## src/rtl/alu_pkg.sv

```systemverilog
// ---------------------------------------------------------------------------
// alu_pkg : opcode encodings and operand width shared by decode and EXE ALU
// Revision : 1.0
// ---------------------------------------------------------------------------
`default_nettype none

package alu_pkg;

    localparam int ALU_WIDTH = 32;

    typedef logic [ALU_WIDTH-1:0] alu_word_t;

    // MIPS R-type funct field, plus spare code 0x0F for LUI
    localparam logic [5:0] ALU_OP_SLL   = 6'h00;
    localparam logic [5:0] ALU_OP_SRL   = 6'h02;
    localparam logic [5:0] ALU_OP_SRA   = 6'h03;
    localparam logic [5:0] ALU_OP_SLLV  = 6'h04;
    localparam logic [5:0] ALU_OP_SRLV  = 6'h06;
    localparam logic [5:0] ALU_OP_SRAV  = 6'h07;
    localparam logic [5:0] ALU_OP_LUI   = 6'h0F;
    localparam logic [5:0] ALU_OP_MFHI  = 6'h10;
    localparam logic [5:0] ALU_OP_MTHI  = 6'h11;
    localparam logic [5:0] ALU_OP_MFLO  = 6'h12;
    localparam logic [5:0] ALU_OP_MTLO  = 6'h13;
    localparam logic [5:0] ALU_OP_MULT  = 6'h18;
    localparam logic [5:0] ALU_OP_MULTU = 6'h19;
    localparam logic [5:0] ALU_OP_ADD   = 6'h20;
    localparam logic [5:0] ALU_OP_ADDU  = 6'h21;
    localparam logic [5:0] ALU_OP_SUB   = 6'h22;
    localparam logic [5:0] ALU_OP_SUBU  = 6'h23;
    localparam logic [5:0] ALU_OP_AND   = 6'h24;
    localparam logic [5:0] ALU_OP_OR    = 6'h25;
    localparam logic [5:0] ALU_OP_XOR   = 6'h26;
    localparam logic [5:0] ALU_OP_NOR   = 6'h27;
    localparam logic [5:0] ALU_OP_SLT   = 6'h2A;
    localparam logic [5:0] ALU_OP_SLTU  = 6'h2B;

    function automatic logic is_hilo_write(input logic [5:0] op);
        return (op == ALU_OP_MTHI) || (op == ALU_OP_MTLO) ||
               (op == ALU_OP_MULT) || (op == ALU_OP_MULTU);
    endfunction

endpackage

`default_nettype wire

```

## src/rtl/exe_alu_if.sv

```systemverilog
// ---------------------------------------------------------------------------
// exe_alu_if : operand/opcode bundle into the EXE ALU and its result flags
// Revision   : 1.0
// ---------------------------------------------------------------------------
`default_nettype none

interface exe_alu_if;

    logic [alu_pkg::ALU_WIDTH-1:0] i_ALU_srcA;
    logic [alu_pkg::ALU_WIDTH-1:0] i_ALU_srcB;
    logic [5:0]                    i_ALU_op;
    logic                          i_ALU_valid;
    logic [alu_pkg::ALU_WIDTH-1:0] o_ALU_aluOut;
    logic                          o_ALU_zero;
    logic                          o_ALU_overflow;

    modport master (
        output i_ALU_srcA, i_ALU_srcB, i_ALU_op, i_ALU_valid,
        input  o_ALU_aluOut, o_ALU_zero, o_ALU_overflow
    );

    modport slave (
        input  i_ALU_srcA, i_ALU_srcB, i_ALU_op, i_ALU_valid,
        output o_ALU_aluOut, o_ALU_zero, o_ALU_overflow
    );

endinterface

`default_nettype wire

```

## src/rtl/alu_hilo.sv

```systemverilog
// ---------------------------------------------------------------------------
// alu_hilo : HI/LO register pair, single-cycle 32x32 multiplier, write decode
// Revision : 1.0
// ---------------------------------------------------------------------------
`default_nettype none

module alu_hilo
    import alu_pkg::*;
(
    input  wire logic      clk,
    input  wire logic      rstn,
    input  wire alu_word_t a_i,
    input  wire alu_word_t b_i,
    input  wire logic [5:0] op_i,
    input  wire logic      valid_i,
    output alu_word_t      hi_o,
    output alu_word_t      lo_o
);

    alu_word_t   hi_q, hi_d;
    alu_word_t   lo_q, lo_d;
    logic [63:0] w_prod_s;
    logic [63:0] w_prod_u;

    // Operands widened to 64 bits so the truncated product is the full one
    assign w_prod_s = $signed({{32{a_i[31]}}, a_i}) * $signed({{32{b_i[31]}}, b_i});
    assign w_prod_u = {32'b0, a_i} * {32'b0, b_i};

    always_comb begin
        hi_d = hi_q;
        lo_d = lo_q;
        if (valid_i) begin
            case (op_i)
                ALU_OP_MTHI:  hi_d = a_i;
                ALU_OP_MTLO:  lo_d = a_i;
                ALU_OP_MULT:  {hi_d, lo_d} = w_prod_s;
                ALU_OP_MULTU: {hi_d, lo_d} = w_prod_u;
                default: ;
            endcase
        end
    end

    always_ff @(posedge clk or negedge rstn) begin
        if (!rstn) begin
            hi_q <= '0;
            lo_q <= '0;
        end else begin
            hi_q <= hi_d;
            lo_q <= lo_d;
        end
    end

    assign hi_o = hi_q;
    assign lo_o = lo_q;

endmodule

`default_nettype wire

```

## src/rtl/exe_alu.sv

```systemverilog
// ---------------------------------------------------------------------------
// exe_alu : combinational 32-bit EXE-stage ALU with optional HI/LO multiply
//           unit, built only when ALU_MULDIV_EN is defined
// Revision : 1.0
// ---------------------------------------------------------------------------
`default_nettype none

module exe_alu
    import alu_pkg::*;
(
    input  wire logic clk,
    input  wire logic rstn,
    exe_alu_if.slave  alu
);

    alu_word_t  w_a;
    alu_word_t  w_b;
    logic [5:0] w_op;
    logic [4:0] w_shamt;
    alu_word_t  w_sum;
    alu_word_t  w_diff;
    alu_word_t  w_sra;
    alu_word_t  w_result;
    logic       w_ovf;

    assign w_a     = alu.i_ALU_srcA;
    assign w_b     = alu.i_ALU_srcB;
    assign w_op    = alu.i_ALU_op;
    assign w_shamt = w_a[4:0];
    assign w_sum   = w_a + w_b;
    assign w_diff  = w_a - w_b;
    assign w_sra   = $signed(w_b) >>> w_shamt;

`ifdef ALU_MULDIV_EN
    alu_word_t w_hi;
    alu_word_t w_lo;

    alu_hilo u_hilo (
        .clk     (clk),
        .rstn    (rstn),
        .a_i     (w_a),
        .b_i     (w_b),
        .op_i    (w_op),
        .valid_i (alu.i_ALU_valid),
        .hi_o    (w_hi),
        .lo_o    (w_lo)
    );
`else
    logic unused_muldiv;
    assign unused_muldiv = &{1'b0, clk, rstn, alu.i_ALU_valid};
`endif

    always_comb begin
        w_result = '0;
        w_ovf    = 1'b0;
        case (w_op)
            ALU_OP_ADD: begin
                w_result = w_sum;
                w_ovf    = (w_a[31] == w_b[31]) && (w_sum[31] != w_a[31]);
            end
            ALU_OP_ADDU: w_result = w_sum;
            ALU_OP_SUB: begin
                w_result = w_diff;
                w_ovf    = (w_a[31] != w_b[31]) && (w_diff[31] != w_a[31]);
            end
            ALU_OP_SUBU: w_result = w_diff;
            ALU_OP_AND:  w_result = w_a & w_b;
            ALU_OP_OR:   w_result = w_a | w_b;
            ALU_OP_XOR:  w_result = w_a ^ w_b;
            ALU_OP_NOR:  w_result = ~(w_a | w_b);
            ALU_OP_SLT:  w_result = {31'b0, $signed(w_a) < $signed(w_b)};
            ALU_OP_SLTU: w_result = {31'b0, w_a < w_b};
            ALU_OP_SLL, ALU_OP_SLLV: w_result = w_b << w_shamt;
            ALU_OP_SRL, ALU_OP_SRLV: w_result = w_b >> w_shamt;
            ALU_OP_SRA, ALU_OP_SRAV: w_result = w_sra;
            ALU_OP_LUI:  w_result = {w_b[15:0], 16'h0000};
`ifdef ALU_MULDIV_EN
            // Reads see the registered value: no bypass of a same-cycle write
            ALU_OP_MFHI: w_result = w_hi;
            ALU_OP_MFLO: w_result = w_lo;
`endif
            default: ;
        endcase
    end

    assign alu.o_ALU_aluOut   = w_result;
    assign alu.o_ALU_zero     = (w_result == '0);
    assign alu.o_ALU_overflow = w_ovf;

endmodule

`default_nettype wire

```

## src/flat_wrapper.sv

```systemverilog
// flat-port wrapper written by rule: the top's interface ports become plain ports
module exe_alu_flat import alu_pkg::*;
  (clk, rstn, alu_i_ALU_srcA, alu_i_ALU_srcB, alu_i_ALU_op, alu_i_ALU_valid, alu_o_ALU_aluOut, alu_o_ALU_zero, alu_o_ALU_overflow);
  exe_alu_if alu_i ();
  input  wire logic clk;
  input  wire logic rstn;
  input wire logic [$bits(alu_i.i_ALU_srcA)-1:0] alu_i_ALU_srcA;
  input wire logic [$bits(alu_i.i_ALU_srcB)-1:0] alu_i_ALU_srcB;
  input wire logic [$bits(alu_i.i_ALU_op)-1:0] alu_i_ALU_op;
  input wire logic [$bits(alu_i.i_ALU_valid)-1:0] alu_i_ALU_valid;
  output wire logic [$bits(alu_i.o_ALU_aluOut)-1:0] alu_o_ALU_aluOut;
  output wire logic [$bits(alu_i.o_ALU_zero)-1:0] alu_o_ALU_zero;
  output wire logic [$bits(alu_i.o_ALU_overflow)-1:0] alu_o_ALU_overflow;
  assign alu_i.i_ALU_srcA = alu_i_ALU_srcA;
  assign alu_i.i_ALU_srcB = alu_i_ALU_srcB;
  assign alu_i.i_ALU_op = alu_i_ALU_op;
  assign alu_i.i_ALU_valid = alu_i_ALU_valid;
  assign alu_o_ALU_aluOut = alu_i.o_ALU_aluOut;
  assign alu_o_ALU_zero = alu_i.o_ALU_zero;
  assign alu_o_ALU_overflow = alu_i.o_ALU_overflow;
  exe_alu u_core (.clk(clk), .rstn(rstn), .alu(alu_i));
endmodule
```

## config.mk

```make
export PLATFORM = sky130hd
export DESIGN_NAME = exe_alu_flat
export DESIGN_NICKNAME = d
export VERILOG_FILES = /design/src/rtl/alu_pkg.sv /design/src/rtl/exe_alu_if.sv /design/src/rtl/alu_hilo.sv /design/src/rtl/exe_alu.sv /design/src/flat_wrapper.sv
export SDC_FILE = /design/constraint.sdc
export NUM_CORES = 1
export LEC_CHECK = 0
export BUFFER_PORTS_ARGS = -buffer_cell sky130_fd_sc_hd__buf_2
export CAP_MARGIN = 20
export CORE_MARGIN = 1.5
export CORE_UTILIZATION = 57
export DETAILED_ROUTE_END_ITERATION = 10
export PLACE_DENSITY_LB_ADDON = 0.15
export RECOVER_POWER = 50
export SKIP_LAST_GASP = 1
export SYNTH_ARGS = -nofsm -noshare
export SYNTH_HDL_FRONTEND = slang
export SYNTH_SLANG_ARGS = --single-unit
```

## constraint.sdc

```tcl
create_clock -name vclk -period 6.24
set_input_delay 0.936 -clock vclk [all_inputs]
set_output_delay 0.936 -clock vclk [all_outputs]
set_load 0.1 [all_outputs]
```

Yosys cells after proc, flatten, opt, wreduce, memory -nomap -nowiden
Index checks and enable logic that the tools add are counted.

word-level totals
  flip-flop bits (word level) = 0
  input port bits = 73
  output and inout port bits = 34
  logic and storage cells = 42

operators by class
  add/subtract/negate cells = 2
  $lt $le $gt $ge = 2
  equal/unequal tests = 20
  shifts and indexed selects = 3
  muxes and demuxes = 2
  bitwise operators = 4
  reductions and logical operators = 9

operators with widths
  operator                                                                count
  32-bit case mux with 12 select lines                                    1
  32-bit less-than comparator                                             2
  6-bit equality test (second input constant)                             10
  32-bit adder                                                            1
  32-bit AND                                                              1
  32-bit zero test                                                        1
  32-bit NOT                                                              1
  32-bit bitwise OR                                                       1
  32-bit by 5-bit << shifter with 32-bit output                           1
  32-bit by 5-bit right shift with 32-bit output                          1
  32-bit by 5-bit >>> shifter with 32-bit output                          1
  32-bit subtractor                                                       1
  32-bit bitwise XOR                                                      1
  6-bit by 3-bit equality test with 1-bit output (second input constant)  3
  6-bit by 2-bit equality test with 1-bit output (second input constant)  2
  2-bit OR reduction                                                      5
  6-bit by 4-bit equality test with 1-bit output (second input constant)  1
  6-bit zero test                                                         1
  1-bit inequality test                                                   3
  1-bit logical AND                                                       2
  1-bit case mux with 2 select lines                                      1
  1-bit equality test                                                     1

Logic depth before layout (Yosys ltp)
  depth after elaboration = 4
  gate-level depth with buffers = 21
  gate-level depth less buffers = 16

Least setup slack after synthesis
No wires, ideal clock.

  kind = input to output
  start = input port alu_i_ALU_srcA[2]
  end = output port alu_o_ALU_zero
  arrival time = 8.722 ns
  required time = 5.304 ns
  path slack = -3.418 ns
  stages on the path = 15
  buffers on the path = 5
  cells stage by stage = inv_1 buf_2 buf_2 buf_1 clkbuf_1 buf_1 ha_1 o211ai_1 o21ai_0 a31o_2 o2111ai_1 o21ai_0 nand3_1 o311ai_0 nor4b_2

between the ends
  elaborated cells on any way between the ends = 13
  those cells by class = add/sub: 2; order compare: 2; shift: 3; mux: 1; bitwise: 4; reduce/logical: 1

RTL lines
  item                                             line                source
  start: declaration                               flat_wrapper.sv:7   input wire logic [$bits(alu_i.i_ALU_srcA)-1:0] alu_i_ALU_srcA;
  32-bit subtractor, or another cell as far along  exe_alu.sv:31       assign w_diff = w_a - w_b;
  32-bit case mux with 12 select lines (*)         exe_alu.sv:56       case (w_op)
  via alu_o_ALU_aluOut[25]                         flat_wrapper.sv:11  output wire logic [$bits(alu_i.o_ALU_aluOut)-1:0] alu_o_ALU_aluOut;
  32-bit zero test (*)                             exe_alu.sv:87       assign alu.o_ALU_zero = (w_result == '0);
  end: declaration                                 flat_wrapper.sv:12  output wire logic [$bits(alu_i.o_ALU_zero)-1:0] alu_o_ALU_zero;

The timed path passes the listed nets; every way through them passes the cells marked *.

Worst setup path in the final report
  start = input port alu_i_ALU_srcB[1]
  end = output port alu_o_ALU_zero

between the ends
  longest elaborated chain between the ends = 4
  elaborated cells on any way between the ends = 13
  those cells by class = add/sub: 2; order compare: 2; shift: 3; mux: 1; bitwise: 4; reduce/logical: 1

RTL lines
  item                                                       line               source
  start: declaration                                         flat_wrapper.sv:8  input wire logic [$bits(alu_i.i_ALU_srcB)-1:0] alu_i_ALU_srcB;
  branches (longest 2 deep; another with 32-bit subtractor)  -
  32-bit case mux with 12 select lines (*)                   exe_alu.sv:56
  32-bit zero test (*)                                       exe_alu.sv:87

Mark *: on every way between the ends.

==> metrics.md <==
| Metric | Value |
|---|---|
| Routed WL | between 40 and 50 mm |
| Number of antenna-violating nets in the routed design | 0 |
| Status | finished, violations left |
| Hold crit path type | input port to primary output |
| Register area share after synthesis | 0% |
| CP startpoint kind | input port |
| Sequential cells | 0 |
| Worst-Margin Slew | 1210 ps |
| Fillers | ~1500 |
| Slew Limit Fails | 0 |
| Failing checks | setup timing |
| Layout area overhead | 12.98% |
| Fmax | about 160 MHz |
| Clock Buffer Count | 0 |
| Initial drt markers | 1856 |
| Minimum clock period | 6291 ps |
| Final setup fails | 1 |
| WP data required | approximately 5300 ps |
| Final Wtd Congestion | approximately 1.1 |
| Die ar. | between 15000 and 20000 µm² |
| Routed WL per cell | approximately 26 µm |
| CP Class | input port to primary output |
| DP Worst Slack | around 170 ps |
| Net Count, Synth | roughly 1600 |
| Vias | roughly 12000 |
| Chip Height | about 130 µm |
| Vias in the first global route | about 11000 |
| DR vias/cell | between 7 and 8 |
| Synth cell types | 84 |
| Worst Path Max Fanout | 5 |
| Layout cells sized above 1 | 16.88% |
| Area of the multi-input gates | roughly 8800 µm² |
| Post-Syn Instances | between 1000 and 1500 |
| CP arrival | about 5400 ps |
| Starting Density | roughly three fifths |
| Setup TNS | -50.81 ps |
| Critical Path End Type | primary output |
| Chip width | approximately 130 µm |
| HPWL Detailed | roughly 34 mm |
| IO Port Bufs | 104 |
| GRT overflow | 0 |
| All-Layer GR Usage | 48.33% |
| Largest net degree at the start of global routing | 63 |
| Synth Warn # | 0 |
| Core Area | ~17000 µm² |
| Final Hold Fails | 0 |
| Nets | 1650 |
| Worst Setup Slack, final | -50.81 ps |
| # DRC | 0 |
| Fin crit share | 100.8% |
| Global-route wire length before repair | around 67 mm |
| Cell Area, Synth | 9592 µm² |
| Final core occ | around 66% |
| I/O pin count | 107 |
| Drt pass-1 iters | 6 |
| CTS Hold Bufs | 0 |
| Sequential Area | 0 µm² |
| Rows | 47 |
| Initial antenna violation count | 1 |
| Number of max-cap violations | 0 |
| Mean post-synth cell area | 6.783 µm² |
| Slew HR | roughly a fifth |
[layout by cell type, fill, tap and decap left out, drive strengths merged, types with 8 or more instances in the layout]
| cell type | n |
|---|---|
| o221ai | 9 |
| nand2b | 17 |
| xnor2 | 20 |
| nand4 | 8 |
| a31oi | 22 |
| nor2 | 161 |
| a21o | 17 |
| nand3 | 35 |
| o211ai | 27 |
| clkbuf | 11 |
| or3 | 12 |
| a221oi | 17 |
| a221o | 9 |
| nor2b | 13 |
| nor3 | 28 |
| buf | 165 |
| nor4 | 11 |
| inv | 104 |
| a211o | 8 |
| o21bai | 8 |
| a21oi | 134 |
| nand2 | 136 |
| ha | 98 |
| o21ai | 123 |
| a211oi | 28 |
| mux2i | 44 |
| a22oi | 12 |
| mux4 | 52 |
| o22ai | 15 |
| mux2 | 14 |
[Yosys cell counts (all sizes together), types with 4 or more instances]
| cell type | count | area, µm² |
|---|---|---|
| a221oi | 17 | 155.1 |
| a211o | 8 | 70.07 |
| o21a | 4 | 30.03 |
| a21o | 17 | 127.6 |
| a22oi | 12 | 90.09 |
| a22o | 4 | 35.03 |
| nand4 | 8 | 50.05 |
| nor2 | 161 | 604.3 |
| or4 | 7 | 52.55 |
| xnor2 | 20 | 175.2 |
| o21ai | 123 | 615.6 |
| nand3 | 35 | 175.2 |
| o21bai | 8 | 60.06 |
| o31ai | 7 | 52.55 |
| xor2 | 5 | 43.79 |
| nor2b | 13 | 81.33 |
| o211ai | 27 | 212.7 |
| a221o | 9 | 90.09 |
| a2111oi | 6 | 58.80 |
| a32oi | 5 | 43.79 |
| or2 | 5 | 31.28 |
| mux2i | 44 | 440.4 |
| and2 | 5 | 31.28 |
| buf | 54 | 311.5 |
| nor3 | 28 | 140.1 |
| a21oi | 134 | 670.6 |
| o311ai | 5 | 43.79 |
| nor4b | 4 | 41.29 |
| nand2 | 136 | 510.5 |
| clkbuf | 61 | 229.0 |
| mux4 | 52 | 1227 |
| mux2 | 14 | 157.7 |
| ha | 98 | 1226 |
| a31oi | 22 | 137.6 |
| or3 | 12 | 75.07 |
| and3 | 7 | 43.79 |
| inv | 105 | 394.1 |
| o221ai | 9 | 78.83 |
| o22ai | 15 | 93.84 |
| nor4 | 11 | 68.82 |
| a211oi | 28 | 210.2 |
| nand2b | 17 | 106.4 |
| o2111ai | 7 | 61.31 |
| o31a | 4 | 35.03 |
[metal layers]
| metal | track usage, % | wire, µm |
|---|---|---|
| met5 | 0 | 0 |
| met4 | 20.33 | 2344 |
| met3 | 15.86 | 6873 |
| met2 | 73.36 | 18510 |
| met1 | 62.98 | 16450 |
[what timing repair did]
| item | 4_1_cts | 5_1_grt |
|---|---|---|
| setup buffers | 0 | 1 |
| setup endpoints to repair | 0 | 1 |
| resized for setup | 0 | 4 |
| endpoints found under the hold margin | 0 | 0 |
[through the flow]
| stage | cells | area, µm² | hold WS, ps |
|---|---|---|---|
| after floorplan | 1414 | 9731 | 2261 |
| final | 1697 | 10840 | 2440 |
| after global placement | 1694 | 10840 | 2440 |
| after global routing | 1695 | 10830 | 2452 |
| after CTS | 1694 | 10840 | 2439 |
| after detailed placement | 1694 | 10840 | 2441 |
[path summary, 6_finish.rpt]
check | from | end | slack [ps] | cells after the start
setup / recovery | alu_i_ALU_srcB[1] | alu_o_ALU_zero | -50 | 16
hold / removal | alu_i_ALU_srcA[31] | alu_o_ALU_overflow | 2440 | 4
[critical path, stage by stage]
cell	delay [ps]
buf_2	120
clkinvlp_4	160
ha_1	360
or2_1	250
a221o_1	390
a211o_1	390
o211a_1	280
o31a_1	350
o31a_1	370
nor4_1	320
nor3_1	150
mux2i_1	250
xor2_1	250
o211ai_1	160
nor4b_2	390
buf_12	220
[area by class of cell]
type,instances,share of cell area [%]
well taps,220,2.540
inverters,105,3.718
repair buffers,176,12.92
multi-input cells,1194,80.78
diodes,2,0.04618
[kinds of logic after synthesis]
family                     after synthesis  synth area share [%]
and+or+nand+nor                        459                 21.93
AOI/OAI and AO/OA                      500                 33.81
xor gates and xnor gates                25                 2.283
buffers and inverters                  220                 9.744
muxes                                  110                 19.03
adders and majority gates              100                 13.20
